$ cat config.mk
export PLATFORM = sky130hd
export DESIGN_NAME = load_store_unit
export DESIGN_NICKNAME = d
export VERILOG_FILES = /design/src/rtl/load_store_unit.sv
export SDC_FILE = /design/constraint.sdc
export NUM_CORES = 1
export LEC_CHECK = 0
export CAP_MARGIN = 25
export CELL_PAD_IN_SITES_DETAIL_PLACEMENT = 1
export CELL_PAD_IN_SITES_GLOBAL_PLACEMENT = 2
export CORE_MARGIN = 2
export CORE_UTILIZATION = 27
export DETAILED_ROUTE_END_ITERATION = 10
export PLACE_DENSITY_LB_ADDON = 0.08
export RECOVER_POWER = 25
export SYNTH_ARGS = -nofsm -noshare
export SYNTH_HDL_FRONTEND = slang
export SYNTH_SLANG_ARGS = --single-unit
$ cat constraint.sdc
create_clock -name clk -period 1.9 [get_ports clk]
set_clock_uncertainty 0.15 [all_clocks]
set_input_delay 0.19 -clock clk [delete_from_list [all_inputs] [get_ports clk]]
set_output_delay 0.19 -clock clk [all_outputs]
set_load 0.02 [all_outputs]
$ cat src/rtl/load_store_unit.sv
// load_store_unit
//   Core-side initiator for a word-organised data memory (sync write,
//   async read, byte addressing). Accepts RV32I loads and stores
//   (LB/LH/LW/LBU/LHU/SB/SH/SW) and drives a word-only memory port.
//   Sub-word stores are a read-modify-write. Load data is extracted and
//   sign/zero-extended. Memory read data is registered inside the unit.
//
// Ports
//   clk, rst_n                 clock, asynchronous active-low reset
//   req_valid/req_ready        request handshake (ready only in IDLE)
//   req_we, req_funct3         store flag and RV32I funct3
//   req_addr, req_wdata        byte address and store data
//   resp_valid                 one-cycle completion pulse
//   resp_rdata, resp_err       extended load data / misaligned-or-illegal flag
//   mem_we, mem_addr, mem_wd   memory write enable, aligned address, write data
//   mem_rd                     memory read data (combinational from mem_addr)
module load_store_unit #(
    parameter int WIDTH = 32
) (
    input  logic             clk,
    input  logic             rst_n,
    input  logic             req_valid,
    output logic             req_ready,
    input  logic             req_we,
    input  logic [2:0]       req_funct3,
    input  logic [WIDTH-1:0] req_addr,
    input  logic [WIDTH-1:0] req_wdata,
    output logic             resp_valid,
    output logic [WIDTH-1:0] resp_rdata,
    output logic             resp_err,
    output logic             mem_we,
    output logic [WIDTH-1:0] mem_addr,
    output logic [WIDTH-1:0] mem_wd,
    input  logic [WIDTH-1:0] mem_rd
);

    typedef enum logic [1:0] {IDLE, RD, WR, RESP} state_t;

    state_t           state, state_next;
    logic             we_q;
    logic             err_q;
    logic [2:0]       funct3_q;
    logic [WIDTH-1:0] addr_q;
    logic [WIDTH-1:0] wdata_q;
    logic [WIDTH-1:0] word_q;
    logic [WIDTH-1:0] rdata_q;

    logic             req_err;
    logic [WIDTH-1:0] rd_shifted;
    logic [15:0]      rd_half;
    logic [WIDTH-1:0] load_value;

    // Decode misalignment / illegal funct3 straight from the request so the
    // accept edge can already branch to RESP.
    always_comb begin
        req_err = 1'b0;
        if (req_we) begin
            case (req_funct3)
                3'b000:  req_err = 1'b0;
                3'b001:  req_err = req_addr[0];
                3'b010:  req_err = |req_addr[1:0];
                default: req_err = 1'b1;
            endcase
        end else begin
            case (req_funct3)
                3'b000, 3'b100: req_err = 1'b0;
                3'b001, 3'b101: req_err = req_addr[0];
                3'b010:         req_err = |req_addr[1:0];
                default:        req_err = 1'b1;
            endcase
        end
    end

    // Lane extraction works on the live memory word during RD; the result is
    // registered so RESP presents it without any path back to the memory.
    always_comb begin
        rd_shifted = mem_rd >> {addr_q[1:0], 3'b000};
        rd_half    = addr_q[1] ? mem_rd[31:16] : mem_rd[15:0];
        case (funct3_q)
            3'b000:  load_value = {{24{rd_shifted[7]}}, rd_shifted[7:0]};
            3'b001:  load_value = {{16{rd_half[15]}}, rd_half};
            3'b100:  load_value = {24'h0, rd_shifted[7:0]};
            3'b101:  load_value = {16'h0, rd_half};
            default: load_value = mem_rd;
        endcase
    end

    always_ff @(posedge clk or negedge rst_n) begin
        if (!rst_n) begin
            state <= IDLE;
        end else begin
            state <= state_next;
        end
    end

    // Next state and the state-decoded outputs. mem_we and resp_* derive
    // only from the state, so an async reset drops them immediately.
    always_comb begin
        state_next = state;
        req_ready  = 1'b0;
        mem_we     = 1'b0;
        resp_valid = 1'b0;
        resp_err   = 1'b0;
        resp_rdata = '0;
        case (state)
            IDLE: begin
                req_ready = 1'b1;
                if (req_valid) begin
                    if (req_err) begin
                        state_next = RESP;
                    end else if (req_we && req_funct3 == 3'b010) begin
                        state_next = WR;
                    end else begin
                        state_next = RD;
                    end
                end
            end
            RD: begin
                state_next = we_q ? WR : RESP;
            end
            WR: begin
                mem_we     = 1'b1;
                state_next = RESP;
            end
            RESP: begin
                resp_valid = 1'b1;
                resp_err   = err_q;
                resp_rdata = rdata_q;
                state_next = IDLE;
            end
            default: state_next = IDLE;
        endcase
    end

    // Request latch on accept, memory word capture on leaving RD. rdata_q is
    // cleared on accept so stores and errors respond with zero.
    always_ff @(posedge clk or negedge rst_n) begin
        if (!rst_n) begin
            we_q     <= 1'b0;
            err_q    <= 1'b0;
            funct3_q <= 3'b000;
            addr_q   <= '0;
            wdata_q  <= '0;
            word_q   <= '0;
            rdata_q  <= '0;
        end else begin
            case (state)
                IDLE: begin
                    if (req_valid) begin
                        we_q     <= req_we;
                        err_q    <= req_err;
                        funct3_q <= req_funct3;
                        addr_q   <= req_addr;
                        wdata_q  <= req_wdata;
                        rdata_q  <= '0;
                    end
                end
                RD: begin
                    word_q <= mem_rd;
                    if (!we_q) begin
                        rdata_q <= load_value;
                    end
                end
                default: begin
                end
            endcase
        end
    end

    assign mem_addr = {addr_q[WIDTH-1:2], 2'b00};

    // Merge store data into the captured word; only the target lane(s) change.
    always_comb begin
        mem_wd = '0;
        if (state == WR) begin
            case (funct3_q)
                3'b000: begin
                    mem_wd = word_q;
                    case (addr_q[1:0])
                        2'd0:    mem_wd[7:0]   = wdata_q[7:0];
                        2'd1:    mem_wd[15:8]  = wdata_q[7:0];
                        2'd2:    mem_wd[23:16] = wdata_q[7:0];
                        default: mem_wd[31:24] = wdata_q[7:0];
                    endcase
                end
                3'b001: begin
                    mem_wd = word_q;
                    if (addr_q[1]) begin
                        mem_wd[31:16] = wdata_q[15:0];
                    end else begin
                        mem_wd[15:0] = wdata_q[15:0];
                    end
                end
                default: mem_wd = wdata_q;
            endcase
        end
    end

endmodule
Yosys cells after proc, flatten, opt, wreduce, memory -nomap -nowiden
Cells that the tools add are included.

Register bits after elaboration: 135. Output and inout port bits: 100. Input bits: 103. Logic and storage cells: 61.

Eq/ne operators: 14. Mux-type cells: 26. Shifts and indexed selects: 1. Reduce and logical (&&, ||, !) cells: 12.

Operator list (number): 32-bit 2-to-1 mux (4); 32-bit one-hot mux with 2 select lines (2); 32-bit one-hot mux with 4 select lines (1); 16-bit 2-to-1 mux (3); 8-bit 2-to-1 mux (4); 32-bit by 5-bit right shift with 8-bit output (1); 3-bit == test (second input constant) (4); 2-bit one-hot mux with 4 select lines (1); 2-bit == test (second input constant) (3); 3-bit by 1-bit == test with 1-bit output (second input constant) (2); 3-bit zero test (2); 1-bit 2-to-1 mux (6); 2-bit 2-to-1 mux (3); 1-bit one-hot mux with 3 select lines (2); 2-bit OR reduction (3); 2-bit by 1-bit == test with 1-bit output (second input constant) (2); 2-bit zero test (2); 2-bit inequality test (second input constant) (2); 3-bit by 2-bit == test with 1-bit output (second input constant) (1); 3-bit AND reduction (1); 3-bit OR reduction (1); 2-bit AND reduction (1); 2-bit nonzero test (1); 1-bit logical AND (1).

Logic depth before layout (Yosys ltp)
Depth after elaboration: 7. Depth in mapped cells: 8. Gate-level depth less buffers: 6.

Worst setup path after synthesis
OpenSTA, ideal clock, no wires.

Kind: reg-to-output. From: register funct3_q[0]. To: output port mem_wd[16]. Buffers on the path: 2. Slack: -232 ps. Arrival: 1792 ps. Cell stages (with the launch flop): 7. Data required time: 1560 ps. Cells stage by stage: dfrtp_1 > buf_2 > nand2b_1 > buf_2 > nand2_1 > nand2_1 > a311oi_1.

Longest elaborated chain between the ends: 3. Elaborated cells between the ends (all ways): 4. Classes of those cells: 1 x eq/ne; 2 x mux; 1 x reduce/logical.

RTL lines: from (decl) (RTL line 42) `logic [2:0] funct3_q;`; from (signal assigned) (RTL line 152) `funct3_q <= req_funct3;`; 3-bit by 1-bit == test with 1-bit output / 3-bit zero test (equally long branches) (RTL line 176) `case (funct3_q)`; 32-bit one-hot mux with 2 select lines (*) (RTL line 176); 32-bit 2-to-1 mux (*) (RTL line 175) `if (state == WR) begin`; to (decl) (RTL line 33) `output logic [WIDTH-1:0] mem_wd,`.

Mark *: on every way between the ends. The rest lies on a longest branch, timed or not.

Worst setup path after layout
From: register funct3_q[2]. To: output port mem_wd[10].

The elaborated chain is that of the path after synthesis.

==> summary.md <==
| Metric | Value |
|---|---|
| CTS tree | yes |
| Top FF cell, synth | dfrtp_1 |
| Pint | 12.73 mW |
| Worst slack, placed | -516.5 ps |
| Synthesized area | just under 7000 um^2 |
| Hold path depth | 2 |
| Part of the cycle the worst path needs | 1.206 |
| R2R Path End | rdata_q[31]$_DFFE_PN0P_ |
| Unrepaired setup endpoints after global routing | yes |
| # rows | 58 |
| Clk pwr share | 0.161 |
| Register share of total power | 0.253 |
| Vias per cell | 4.896 |
| Number of global-route vias before repair | about 6500 |
| CP Max Fanout | 8 |
| Number of clock sinks | 135 |
| Ys async rst share | 1.000 |
| Worst hold slack | 227.4 ps |
| Area Growth Syn to Fin | 68.67% |
| Combinational Power Share | 0.585 |
| Yosys warnings | 0 |
| Latest clock arrival within the worst-skew pair | 420 ps |
| Seq/Total Area, Yosys | 0.4952 |
| Drt drc | 0 |
| Chip height | 163.0 um |
| HP Class | primary input to flop |
| Maxcap violations | 0 |
| I/O pin count | 203 |
| Total net switching power | 8.562 mW |
| R2R cell count | 7 |
| Leak | 4.800 nW |
| Initial Util | 0.2733 |
| WP data arrival | 1950 ps |
| CP startpoint kind | flop |
| Fmax | about 440 MHz |
| Reg2reg start | addr_q[0]$_DFFE_PN0P_ |
| First-pass GRT wire length | between 40000 and 50000 um |
| Clock Tree Buf Depth | 2 |
| Initial antenna violation count | 1 |
| CP Class | flop to output pin |
| Antenna-violating nets left | 0 |
| Inserted Diodes | 0 |
| Post-synth EDFFs | 0 |
| CTS root buf | clkbuf_16 |
| Die area | around 27000 um^2 |
| WL/cell | 22.09 um |
| Final slew viol count | 0 |
| DRT iter0 DRCs | 345 |
| Layout cells sized above 1 | 0.5347 |
| Hold path start | req_addr[19] |
| DP HPWL | ~19000 um |
| Post-Synthesis Cells | 597 |
| Syn Area/Cell | 11.43 um^2 |
| Total GRT Usage | 0.2028 |
| Drt pass-1 iters | 5 |
| Tmin final | 2291 ps |
| Maximum vdd drop | 0.6849 mV |
| Final hold violation count | 0 |
| Worst-Margin Slew | slightly above 1000 ps |
| CTS Buf Count | 17 |
| Core area | 24960 um^2 |
| #FFs+latches synth | between 100 and 150 |
| Routability congestion estimate from global placement | 0.8481 |
| Die Wd | around 160 um |
| WP data required | 1560 ps |
| Pin count of the biggest net entering global routing | 66 |
| # setup viols final | 91 |
| CTS H-tree lvls | 4 |
| # nets final | 974 |
| DR vias | 5919 |
| Outcome | finished with violations |
| Hold EP | addr_q[19]$_DFFE_PN0P_ |
| PnR worst setup slack | -391.4 ps |
| Violated checks | negative setup slack |
| Cell area power density | 1851 nW/um^2 |
| R2R Setup Slk | -170 ps |
| GR Overflow Total | 0 |
| Port bufs | 200 |
| WL final | 26710 um |
| Sw Ratio | 0.4021 |
| Reg clk slew, reported paths | 60 ps |
| Max_slew headroom | 0.3194 |
| Unique masters post-synth | 48 |
| Critical path capture point type | output pin |
## cells in the mapped netlist, drive strengths merged (2+ instances only)
cell       n  area, um^2
dfrtp    135        3378
mux2     110        1242
buf       55       366.6
and2      34       212.7
nor2      32       122.6
a21oi     28       147.6
nand2     26       97.59
o21ai     21       105.1
nand3     18       90.09
clkbuf    17       63.81
a221o     16       160.2
a22oi     15       126.4
nand2b    12       75.07
nor3      10       60.06
a311oi     9       78.83
a222oi     8       80.08
a32o       8       80.08
a21o       5       45.04
inv        5       18.76
ha         4       50.05
o21a       4       30.03
o22ai      4       25.02
a2111oi    3       26.28
nor2b      3       18.77
a221oi     2       17.52
mux2i      2       20.02
or2        2       12.52
## kinds of logic after synthesis
logic type / synth area share
fa+ha+maj: 0.007337
simple gates: 0.1040
compound gates: 0.1414
buf+inv: 0.06640
flops: 0.4952
other cells: 0.0005497
mux: 0.1851
## through the flow
stage / TNS (ps) / area, um^2 / power (mW) / utilization / cells
after global routing: -22970 / 11510 / 22.48 / 0.4609 / 1209
after CTS: -19120 / 11230 / 20.91 / 0.4497 / 1206
final: -17290 / 11510 / 21.29 / 0.4609 / 1209
after global placement: -20860 / 9926 / 15.31 / 0.3976 / 1150
after floorplan: -415.2 / 7132 / 11.43 / - / 598
after detailed placement: -24720 / 9926 / 15.56 / 0.3976 / 1150
## critical path: stages, from the launching register on
cell,delay [ps]
dfrtp_1,400
or2_4,290
a21o_4,240
a222oi_1,400
nor2_2,70
buf_6,140
## power groups by stage
stage	clock network, mW	registers, mW	logic (mW)
floorplan	0	4.81	6.62
global placement	0	5.24	10.1
detailed placement	0	5.30	10.3
CTS	3.53	5.36	12.0
global route	3.64	5.56	13.3
finish	3.44	5.39	12.5
## registers in the layout, summed over array words and instances (netlist names)
signal	count
err_q	1
we_q	1
word_q	32
addr_q	32
state	2
wdata_q	32
funct3_q	3
rdata_q	32
## how the worst max path moves through the flow
| stage | start | endpoint | depth (start not counted) |
|---|---|---|---|
| 2_1_floorplan | funct3_q[1]$_DFFE_PN0P_ | mem_wd[10] | 7 |
| 3_3_place_gp | funct3_q[2]$_DFFE_PN0P_ | mem_wd[21] | 6 |
| 3_5_place_dp | funct3_q[2]$_DFFE_PN0P_ | mem_wd[16] | 6 |
| 4_1_cts | funct3_q[2]$_DFFE_PN0P_ | mem_wd[11] | 5 |
| 5_1_grt | funct3_q[2]$_DFFE_PN0P_ | mem_wd[11] | 5 |
| 6_report | funct3_q[2]$_DFFE_PN0P_ | mem_wd[10] | 5 |
## timing repair
action | CTS | global route
gates cloned | 5 | 1
hold buffers | 1 | 0
setup buffers | 20 | 7
endpoints found under the setup margin | 95 | 177
endpoints found under the hold margin | 135 | 0
gates resized for setup | 464 | 97
pin swaps | 37 | 26
## routing by layer
metal	GRT usage	up-vias	wire length, um
li1	-	2696	-
met3	0.04227	24	1203
met1	0.2619	3021	11480
met4	0.05109	0	464
met5	0	-	0
met2	0.3465	178	13560
## cell type report
class / count / area (um^2)
fill: 2604 / 13460
multi-input combinational: 385 / 3785
sequential: 135 / 3379
timing repair buffer: 322 / 3304
clock buffer: 20 / 446.7
tap: 330 / 412.9
clock inverter: 11 / 151.4
inverter: 6 / 26.28
## placed cells by master (no fill, tap or decap), types with 4 or more instances in the layout
master,count
a21o_1,4
a21oi_1,10
a21oi_2,9
a21oi_4,9
a221o_1,16
a222oi_1,8
a22oi_1,7
a22oi_2,7
a311oi_4,8
a32o_1,7
and2_4,34
buf_12,14
buf_4,87
buf_6,78
clkbuf_16,18
clkdlybuf4s50_1,131
clkinvlp_4,5
dfrtp_1,134
mux2_2,109
nand2_1,9
nand2_2,6
nand2_4,9
nand2b_1,9
nand3_1,6
nand3_2,6
nand3_4,6
nor2_1,22
nor2_2,8
nor3_1,7
o21a_1,4
o21ai_0,8
o21ai_1,7
o21ai_2,5
o22ai_1,4
No activity file was read; power rests on OpenSTA's default activity.
